$ cat src/rtl/gpio_bank_sched_if.sv
// rtl/gpio_bank_sched_if.sv - host request/response channels and GPIO bank bus for gpio_bank_sched
interface gpio_bank_sched_if #(
    parameter int WIDTH = 32,
    parameter int N     = 4,
    parameter int AW    = 2
);
    logic             wr_valid;
    logic             wr_ready;
    logic [AW-1:0]    wr_addr;
    logic [WIDTH-1:0] wr_data;
    logic             rd_valid;
    logic             rd_ready;
    logic [AW-1:0]    rd_addr;
    logic             rd_resp_valid;
    logic             rd_resp_ready;
    logic [WIDTH-1:0] rd_resp_data;
    logic [N-1:0]     out_en;
    logic [WIDTH-1:0] out_data;
    logic [N-1:0]     in_en;
    logic [AW-1:0]    in_sel;
    logic [WIDTH-1:0] in_data;
    logic             busy;

    modport master (
        output wr_valid, wr_addr, wr_data, rd_valid, rd_addr, rd_resp_ready, in_data,
        input  wr_ready, rd_ready, rd_resp_valid, rd_resp_data, out_en, out_data, in_en, in_sel, busy
    );

    modport slave (
        input  wr_valid, wr_addr, wr_data, rd_valid, rd_addr, rd_resp_ready, in_data,
        output wr_ready, rd_ready, rd_resp_valid, rd_resp_data, out_en, out_data, in_en, in_sel, busy
    );
endinterface

$ cat src/rtl/gpio_bank_sched.sv
// rtl/gpio_bank_sched.sv - round-robin GPIO_OUT/GPIO_IN bank sequencer; GPIO_BANK_SCHED_ERR_EN adds err/err_cnt
module gpio_bank_sched #(
    parameter int WIDTH = 32,
    parameter int N     = 4,
    parameter int AW    = 2
) (
    input  logic              clk,
    input  logic              reset,
    gpio_bank_sched_if.slave  bus
`ifdef GPIO_BANK_SCHED_ERR_EN
    ,
    output logic              err,
    output logic [7:0]        err_cnt
`endif
);
    typedef enum logic [2:0] {IDLE, WRITE, RD_SEL, RD_CAP, RESP} state_t;

    localparam logic PRIO_WR = 1'b0;
    localparam logic PRIO_RD = 1'b1;

    state_t state;
    logic   prio;
    logic   wr_ready_c;
    logic   rd_ready_c;
    logic   wr_acc;
    logic   rd_acc;

    function automatic logic in_range(input logic [AW-1:0] a);
        return 32'(a) < N;
    endfunction

    // Out-of-range addresses decode to no enable at all.
    function automatic logic [N-1:0] onehot(input logic [AW-1:0] a);
        logic [N-1:0] r;
        r = '0;
        for (int i = 0; i < N; i++) begin
            if (32'(a) == i) r[i] = 1'b1;
        end
        return r;
    endfunction

    assign wr_ready_c   = !reset && (state == IDLE) && (!bus.rd_valid || prio == PRIO_WR);
    assign rd_ready_c   = !reset && (state == IDLE) && (!bus.wr_valid || prio == PRIO_RD);
    assign wr_acc       = bus.wr_valid && wr_ready_c;
    assign rd_acc       = bus.rd_valid && rd_ready_c;
    assign bus.wr_ready = wr_ready_c;
    assign bus.rd_ready = rd_ready_c;

    always_ff @(posedge clk) begin
        if (reset) begin
            state             <= IDLE;
            prio              <= PRIO_WR;
            bus.out_en        <= '0;
            bus.out_data      <= '0;
            bus.in_en         <= '0;
            bus.in_sel        <= '0;
            bus.rd_resp_valid <= 1'b0;
            bus.rd_resp_data  <= '0;
            bus.busy          <= 1'b0;
        end else begin
            case (state)
                IDLE: begin
                    if (wr_acc) begin
                        state        <= WRITE;
                        prio         <= PRIO_RD;
                        bus.out_en   <= onehot(bus.wr_addr);
                        bus.out_data <= bus.wr_data;
                        bus.busy     <= 1'b1;
                    end else if (rd_acc) begin
                        state      <= RD_SEL;
                        prio       <= PRIO_WR;
                        bus.in_sel <= bus.rd_addr;
                        bus.in_en  <= onehot(bus.rd_addr);
                        bus.busy   <= 1'b1;
                    end
                end
                WRITE: begin
                    state      <= IDLE;
                    bus.out_en <= '0;
                    bus.busy   <= 1'b0;
                end
                RD_SEL: begin
                    state     <= RD_CAP;
                    bus.in_en <= '0;
                end
                RD_CAP: begin
                    // Bank mux output is valid now, one cycle after the capture enable.
                    state             <= RESP;
                    bus.rd_resp_data  <= in_range(bus.in_sel) ? bus.in_data : '0;
                    bus.rd_resp_valid <= 1'b1;
                end
                RESP: begin
                    if (bus.rd_resp_ready) begin
                        state             <= IDLE;
                        bus.rd_resp_valid <= 1'b0;
                        bus.busy          <= 1'b0;
                    end
                end
                default: begin
                    state    <= IDLE;
                    bus.busy <= 1'b0;
                end
            endcase
        end
    end

`ifdef GPIO_BANK_SCHED_ERR_EN
    logic acc_oor;

    assign acc_oor = (wr_acc && !in_range(bus.wr_addr)) || (rd_acc && !in_range(bus.rd_addr));

    always_ff @(posedge clk) begin
        if (reset) begin
            err     <= 1'b0;
            err_cnt <= '0;
        end else begin
            err <= acc_oor;
            if (acc_oor && err_cnt != 8'hFF) err_cnt <= err_cnt + 8'd1;
        end
    end
`endif
endmodule

$ cat src/flat_wrapper.sv
// flat-port wrapper written by rule: the top's interface ports become plain ports
module gpio_bank_sched_flat 
#(
    parameter int WIDTH = 32,
    parameter int N     = 4,
    parameter int AW    = 2
)
  (clk, reset, bus_wr_valid, bus_wr_addr, bus_wr_data, bus_rd_valid, bus_rd_addr, bus_rd_resp_ready, bus_in_data, bus_wr_ready, bus_rd_ready, bus_rd_resp_valid, bus_rd_resp_data, bus_out_en, bus_out_data, bus_in_en, bus_in_sel, bus_busy);
  gpio_bank_sched_if #(.WIDTH(WIDTH), .N(N), .AW(AW)) bus_i ();
  input  logic clk;
  input  logic reset;
  input wire logic [$bits(bus_i.wr_valid)-1:0] bus_wr_valid;
  input wire logic [$bits(bus_i.wr_addr)-1:0] bus_wr_addr;
  input wire logic [$bits(bus_i.wr_data)-1:0] bus_wr_data;
  input wire logic [$bits(bus_i.rd_valid)-1:0] bus_rd_valid;
  input wire logic [$bits(bus_i.rd_addr)-1:0] bus_rd_addr;
  input wire logic [$bits(bus_i.rd_resp_ready)-1:0] bus_rd_resp_ready;
  input wire logic [$bits(bus_i.in_data)-1:0] bus_in_data;
  output wire logic [$bits(bus_i.wr_ready)-1:0] bus_wr_ready;
  output wire logic [$bits(bus_i.rd_ready)-1:0] bus_rd_ready;
  output wire logic [$bits(bus_i.rd_resp_valid)-1:0] bus_rd_resp_valid;
  output wire logic [$bits(bus_i.rd_resp_data)-1:0] bus_rd_resp_data;
  output wire logic [$bits(bus_i.out_en)-1:0] bus_out_en;
  output wire logic [$bits(bus_i.out_data)-1:0] bus_out_data;
  output wire logic [$bits(bus_i.in_en)-1:0] bus_in_en;
  output wire logic [$bits(bus_i.in_sel)-1:0] bus_in_sel;
  output wire logic [$bits(bus_i.busy)-1:0] bus_busy;
  assign bus_i.wr_valid = bus_wr_valid;
  assign bus_i.wr_addr = bus_wr_addr;
  assign bus_i.wr_data = bus_wr_data;
  assign bus_i.rd_valid = bus_rd_valid;
  assign bus_i.rd_addr = bus_rd_addr;
  assign bus_i.rd_resp_ready = bus_rd_resp_ready;
  assign bus_i.in_data = bus_in_data;
  assign bus_wr_ready = bus_i.wr_ready;
  assign bus_rd_ready = bus_i.rd_ready;
  assign bus_rd_resp_valid = bus_i.rd_resp_valid;
  assign bus_rd_resp_data = bus_i.rd_resp_data;
  assign bus_out_en = bus_i.out_en;
  assign bus_out_data = bus_i.out_data;
  assign bus_in_en = bus_i.in_en;
  assign bus_in_sel = bus_i.in_sel;
  assign bus_busy = bus_i.busy;
  gpio_bank_sched #(.WIDTH(WIDTH), .N(N), .AW(AW)) u_core (.clk(clk), .reset(reset), .bus(bus_i));
endmodule
$ cat config.mk
export PLATFORM = sky130hd
export DESIGN_NAME = gpio_bank_sched_flat
export DESIGN_NICKNAME = d
export VERILOG_FILES = /design/src/rtl/gpio_bank_sched_if.sv /design/src/rtl/gpio_bank_sched.sv /design/src/flat_wrapper.sv
export SDC_FILE = /design/constraint.sdc
export NUM_CORES = 1
export LEC_CHECK = 0
export ABC_AREA = 1
export CORE_MARGIN = 2
export CORE_UTILIZATION = 44
export CTS_BUF_LIST = sky130_fd_sc_hd__clkbuf_4 sky130_fd_sc_hd__clkbuf_8
export DETAILED_ROUTE_END_ITERATION = 6
export HOLD_SLACK_MARGIN = 0.03
export PLACE_DENSITY_LB_ADDON = 0.3
export SLEW_MARGIN = 20
export SYNTH_ARGS = -nofsm -noshare
export SYNTH_HDL_FRONTEND = slang
export SYNTH_SLANG_ARGS = --single-unit
$ cat constraint.sdc
create_clock -name clk -period 4.24 [get_ports clk]
set_clock_uncertainty 0.15 [all_clocks]
set_input_delay 1.06 -clock clk [delete_from_list [all_inputs] [get_ports clk]]
set_output_delay 1.06 -clock clk [all_outputs]
set_load 0.01 [all_outputs]
# ---- After elaboration in Yosys (flattened, before gate mapping)
# Cells that the tools add are included.
dict set report word_totals {
  reg_bits 80
  in_bits 73
  out_inout_bits 78
  word_cells 77
}
dict set report op_classes {
  n_eq_ne 15
  mux 24
  bitwise_logic 3
  n_reduce_logical 26
}
# operator n
set ops {}
lappend ops {{4-bit one-hot mux with 2 select lines} 2}
lappend ops {{1-bit two-way mux} 13}
lappend ops {{4-bit two-way mux} 3}
lappend ops {{3-bit one-hot mux with 4 select lines} 1}
lappend ops {{2-bit AND reduction} 5}
lappend ops {{3-bit two-way mux} 3}
lappend ops {{3-bit AND reduction} 3}
lappend ops {{2-bit == test (second input constant)} 4}
lappend ops {{2-bit nonzero test} 4}
lappend ops {{3-bit by 2-bit == test with 1-bit output (second input constant)} 2}
lappend ops {{1-bit logical AND} 5}
lappend ops {{2-bit by 1-bit == test with 1-bit output (second input constant)} 2}
lappend ops {{2-bit logical NOT} 2}
lappend ops {{2-bit by 1-bit != test with 1-bit output (second input constant)} 2}
lappend ops {{2-bit != test (second input constant)} 2}
lappend ops {{3-bit by 1-bit == test with 1-bit output (second input constant)} 1}
lappend ops {{3-bit == test (second input constant)} 1}
lappend ops {{1-bit logical NOT} 3}
lappend ops {{3-bit logical NOT} 1}
lappend ops {{3-bit by 1-bit != test with 1-bit output (second input constant)} 1}
lappend ops {{1-bit NOT} 3}
lappend ops {{1-bit one-hot mux with 3 select lines} 1}
lappend ops {{1-bit logical OR} 2}
lappend ops {{1-bit one-hot mux with 2 select lines} 1}
lappend ops {{2-bit OR reduction} 1}

# ---- Depth between registers and ports, before layout
dict set report logic_depth {
  word_depth 7
  mapped_depth 8
  ltp_nobuf 8
}

# ---- Worst setup path before layout
# No wires, ideal clock.
dict set report synth_path {
  path_type {input -> output}
  from {input port bus_rd_valid}
  to {output port bus_wr_ready}
  arrival_ns 1.495
  required_ns 3.030
  slack_ns 1.535
  path_stages 2
  cell_sequence {nand2_1 nor3b_1}
}
dict set report synth_via {
  elab_chain_cells 3
}
# element line_no
set synth_lines {}
lappend synth_lines {{from (decl)} flat_wrapper.sv:15} ;# input wire logic [$bits(bus_i.rd_valid)-1:0] bus_rd_valid;
lappend synth_lines {{1-bit logical NOT} gpio_bank_sched.sv:42} ;# assign wr_ready_c = !reset && (state == IDLE) && (!bus.rd_valid || prio == PRIO_WR);
lappend synth_lines {{1-bit logical OR} gpio_bank_sched.sv:42}
lappend synth_lines {{1-bit logical AND} gpio_bank_sched.sv:42}
lappend synth_lines {{to (decl)} flat_wrapper.sv:19} ;# output wire logic [$bits(bus_i.wr_ready)-1:0] bus_wr_ready;
# Every way passes these cells.

# ---- Worst setup path after layout
dict set report layout_path {
  from {input port reset}
  to {output port bus_rd_ready}
}
dict set report layout_via {
  elab_chain_cells 3
}
# element line_no
set layout_lines {}
lappend layout_lines {{from (decl)} flat_wrapper.sv:11} ;# input logic reset;
lappend layout_lines {{1-bit logical NOT} gpio_bank_sched.sv:43} ;# assign rd_ready_c = !reset && (state == IDLE) && (!bus.wr_valid || prio == PRIO_RD);
lappend layout_lines {{1-bit logical AND (2 in series)} gpio_bank_sched.sv:43}
lappend layout_lines {{to (decl)} flat_wrapper.sv:20} ;# output wire logic [$bits(bus_i.rd_ready)-1:0] bus_rd_ready;
# Every way passes these cells.

==> out/qor.yml <==
fmax_mhz: 260
ys_async_sr_fraction_pct: 0
wire_per_inst_um: 13.3
synth_flop_cell: "dfxtp_1"
synth_cell_type_count: 23
clk-insertion-delay-late_ns: 0.34
finalCritPeriodShare_pct: 90.8
whs_path_depth: 2
combPwrFrac_pct: 20.0
final_util_pct: 73.1
ctsLongestPathBuffers: 2
slew_viol_final: 0
chipHeight_um: 85.8
cp_cell_sequence: "clkdlybuf4s50_1 > nor3b_2 > clkdlybuf4s50_1"
yosysWarnings: 0
grt_pass1_wl_um: 13200
hold_class: "reg2reg"
power_frac_clock_pct: 35.0
hold_viol_final: 0
crit_path_end_kind: "output pin"
ir_drop_mv: 0.226
synth.area.top_cells: "dfxtp_1 54%, nor2_1 18%, o21ai_0 11%"
postCtsSetupRepairBufs: 0
synth.most_common_cell: "nor2_1"
std_cell_rows: 29
path_max_fanout: 10
yosysTopAreaCellShare_pct: 54.4
ios: 151
p_sw_share_pct: 24.8
drtAntennaViolNets: 0
synth-seq-cells: 80
relSlewSlack_pct: 61.1
violations: "DRC"
critPathMostFrequentCell: "clkdlybuf4s50_1"
arrival_ns: 2.64
seqPwrFrac_pct: 45.0
rr_worst_depth: 7
power.switching_uw: 463
h-tree-depth: 3
cts_resized: 0
dieArea_um2: 7360
fin_nets: 593
cp-start-kind: "input pin"
leakage_uw: 0.00188
drive_gt1_share_pct: 5.90
crit_required_ns: 3.03
overflow: 0
slowest_delay_ns: 0.60
tritoncts.num_buffers: 9
clk_pin_slew_worst_paths_ns: 0.07
via_count: 2952
routed_wl_um: 7980
place.gp.congestion: 0.789
synth_common_cells: "140 x nor2_1, 80 x dfxtp_1, 65 x o21ai_0"
core_um2: 6420
drc: 12
worst_slew_pin_slew_ns: 0.582
cts_root_buf: "clkbuf_8"
antenna_found_initial: 0
worst-setup-path-type: "in2out"
area_growth_pct: 59.6
die_x_um: 85.8
grt_max_degree: 44
ctsHoldBuffers: 0
status: "finished, violations left"
period_needed_ns: 3.85
syn-cell-area_um2: 2940
grt_usage_pct: 22.4
setup_viol: 0
cts_sinks: 80
portBuffers: 150
initial_core_util_pct: 45.8
dr.pass1.iters: 7
via_per_inst: 4.90
rsz0062_at_grt: "no"
tns_ns: 0
synth_edf_count: 0
tritoncts: "yes"
hpwlAfterDp_um: 5480
drtIter0Drc: 185
postSynthCellCount: 376
syn_area_per_cell_um2: 7.82
antenna_cells: 0
cellPowerDensity_nw_per_um2: 398
seq_area_frac_synth_pct: 54.4
p_int_uw: 1410
yosys.area.top_type: "dfxtp_1"
grt_pass1_vias: 2894
drv_cap: 0
synth_nets: 449
crit_path_top_delay_cell: "clkdlybuf4s50_1"
==> power groups by stage <==
| stage | sequential (uW) | clock [uW] | combinational [uW] |
|---|---|---|---|
| after floorplan | 882 | 0 | 145 |
| after global placement | 854 | 0 | 368 |
| after detailed placement | 858 | 0 | 375 |
| after CTS | 841 | 669 | 378 |
| after global routing | 848 | 700 | 415 |
| final | 841 | 654 | 374 |
==> worst max-delay path: cells and delay by family <==
family,cells,cell delay [ns]
buffers and inverters,2,1.20
AND/OR/NAND/NOR,1,0.38
==> kinds of logic after synthesis <==
logic type	after synthesis	synth area share (%)
AND/OR/NAND/NOR	184	26.4
flip-flops	80	54.4
AO/OA/AOI/OAI	78	13.6
buffers and inverters	34	5.53
==> cell type report <==
| type | count | area [um^2] |
|---|---|---|
| fill | 481 | 1730 |
| sequential | 80 | 1600 |
| timing repair buffer | 154 | 1530 |
| multi-input combinational | 262 | 1180 |
| clock buffer | 14 | 180 |
| tap | 77 | 96.3 |
| clock inverter | 2 | 60.1 |
| inverter | 13 | 48.8 |
==> flip-flops by register name, summed over array words and instances, names as in the netlist <==
signal                    cells
u_core.bus.out_en             4
u_core.state                  3
u_core.bus.in_en              4
u_core.bus.out_data          32
u_core.bus.busy               1
u_core.bus.rd_resp_valid      1
u_core.bus.rd_resp_data      32
u_core.bus.in_sel             2
u_core.prio                   1
==> through the flow <==
stage	total power, uW	cells	setup slack (ns)	instance area [um^2]	hold WS (ns)
after floorplan	1030	376	1.53	2940	0.291
after global routing	1960	602	0.317	4700	0.345
after detailed placement	1230	586	0.397	4460	0.316
final	1870	602	0.390	4700	0.322
after global placement	1220	586	0.456	4460	0.311
after CTS	1890	602	0.404	4700	0.326
==> final timing paths <==
kind / from / to / slack [ns]
worst max-delay path: reset / bus_rd_ready / 0.39
worst min-delay path: u_core.bus.in_sel[1] / u_core.bus.in_sel[1] / 0.32
worst max register to register: u_core.state[2] / u_core.bus.out_data[17] / 2.08
worst min register to register: u_core.bus.in_sel[1] / u_core.bus.in_sel[1] / 0.32
==> layout by cell type, fill, tap and decap left out <==
master           synthesis  final
o21bai_1                 1      1
nor3_4                   1      1
inv_2                    2      2
o21ai_1                  1      1
buf_4                    0      4
nand2_1                 20     20
nor3b_1                  1      1
nand2_2                  2      2
nor2_1                 140    140
nor2_4                   3      3
nor3_1                   2      2
clkbuf_8                 0     12
a21oi_1                 10     10
a31oi_2                  1      1
bufinv_16                0      2
nor3b_2                  1      1
clkdlybuf4s50_1          0    150
nand3_4                  1      1
inv_1                   11     11
clkbuf_4                 0      2
o21ai_0                 65     65
dfxtp_1                 80     80
nand3_1                 12     12
nand4_1                  1      1
==> routing by layer <==
layer / vias to the layer above / share of wire (%) / global-route usage (%)
met5: - / 0 / 0
met4: 0 / 1.1 / 7.94
met3: 6 / 11 / 10.1
met2: 114 / 46 / 35.9
met1: 1341 / 41 / 26.8
li1: 1491 / - / -
Note: power is estimated with default switching activity, not from simulation.
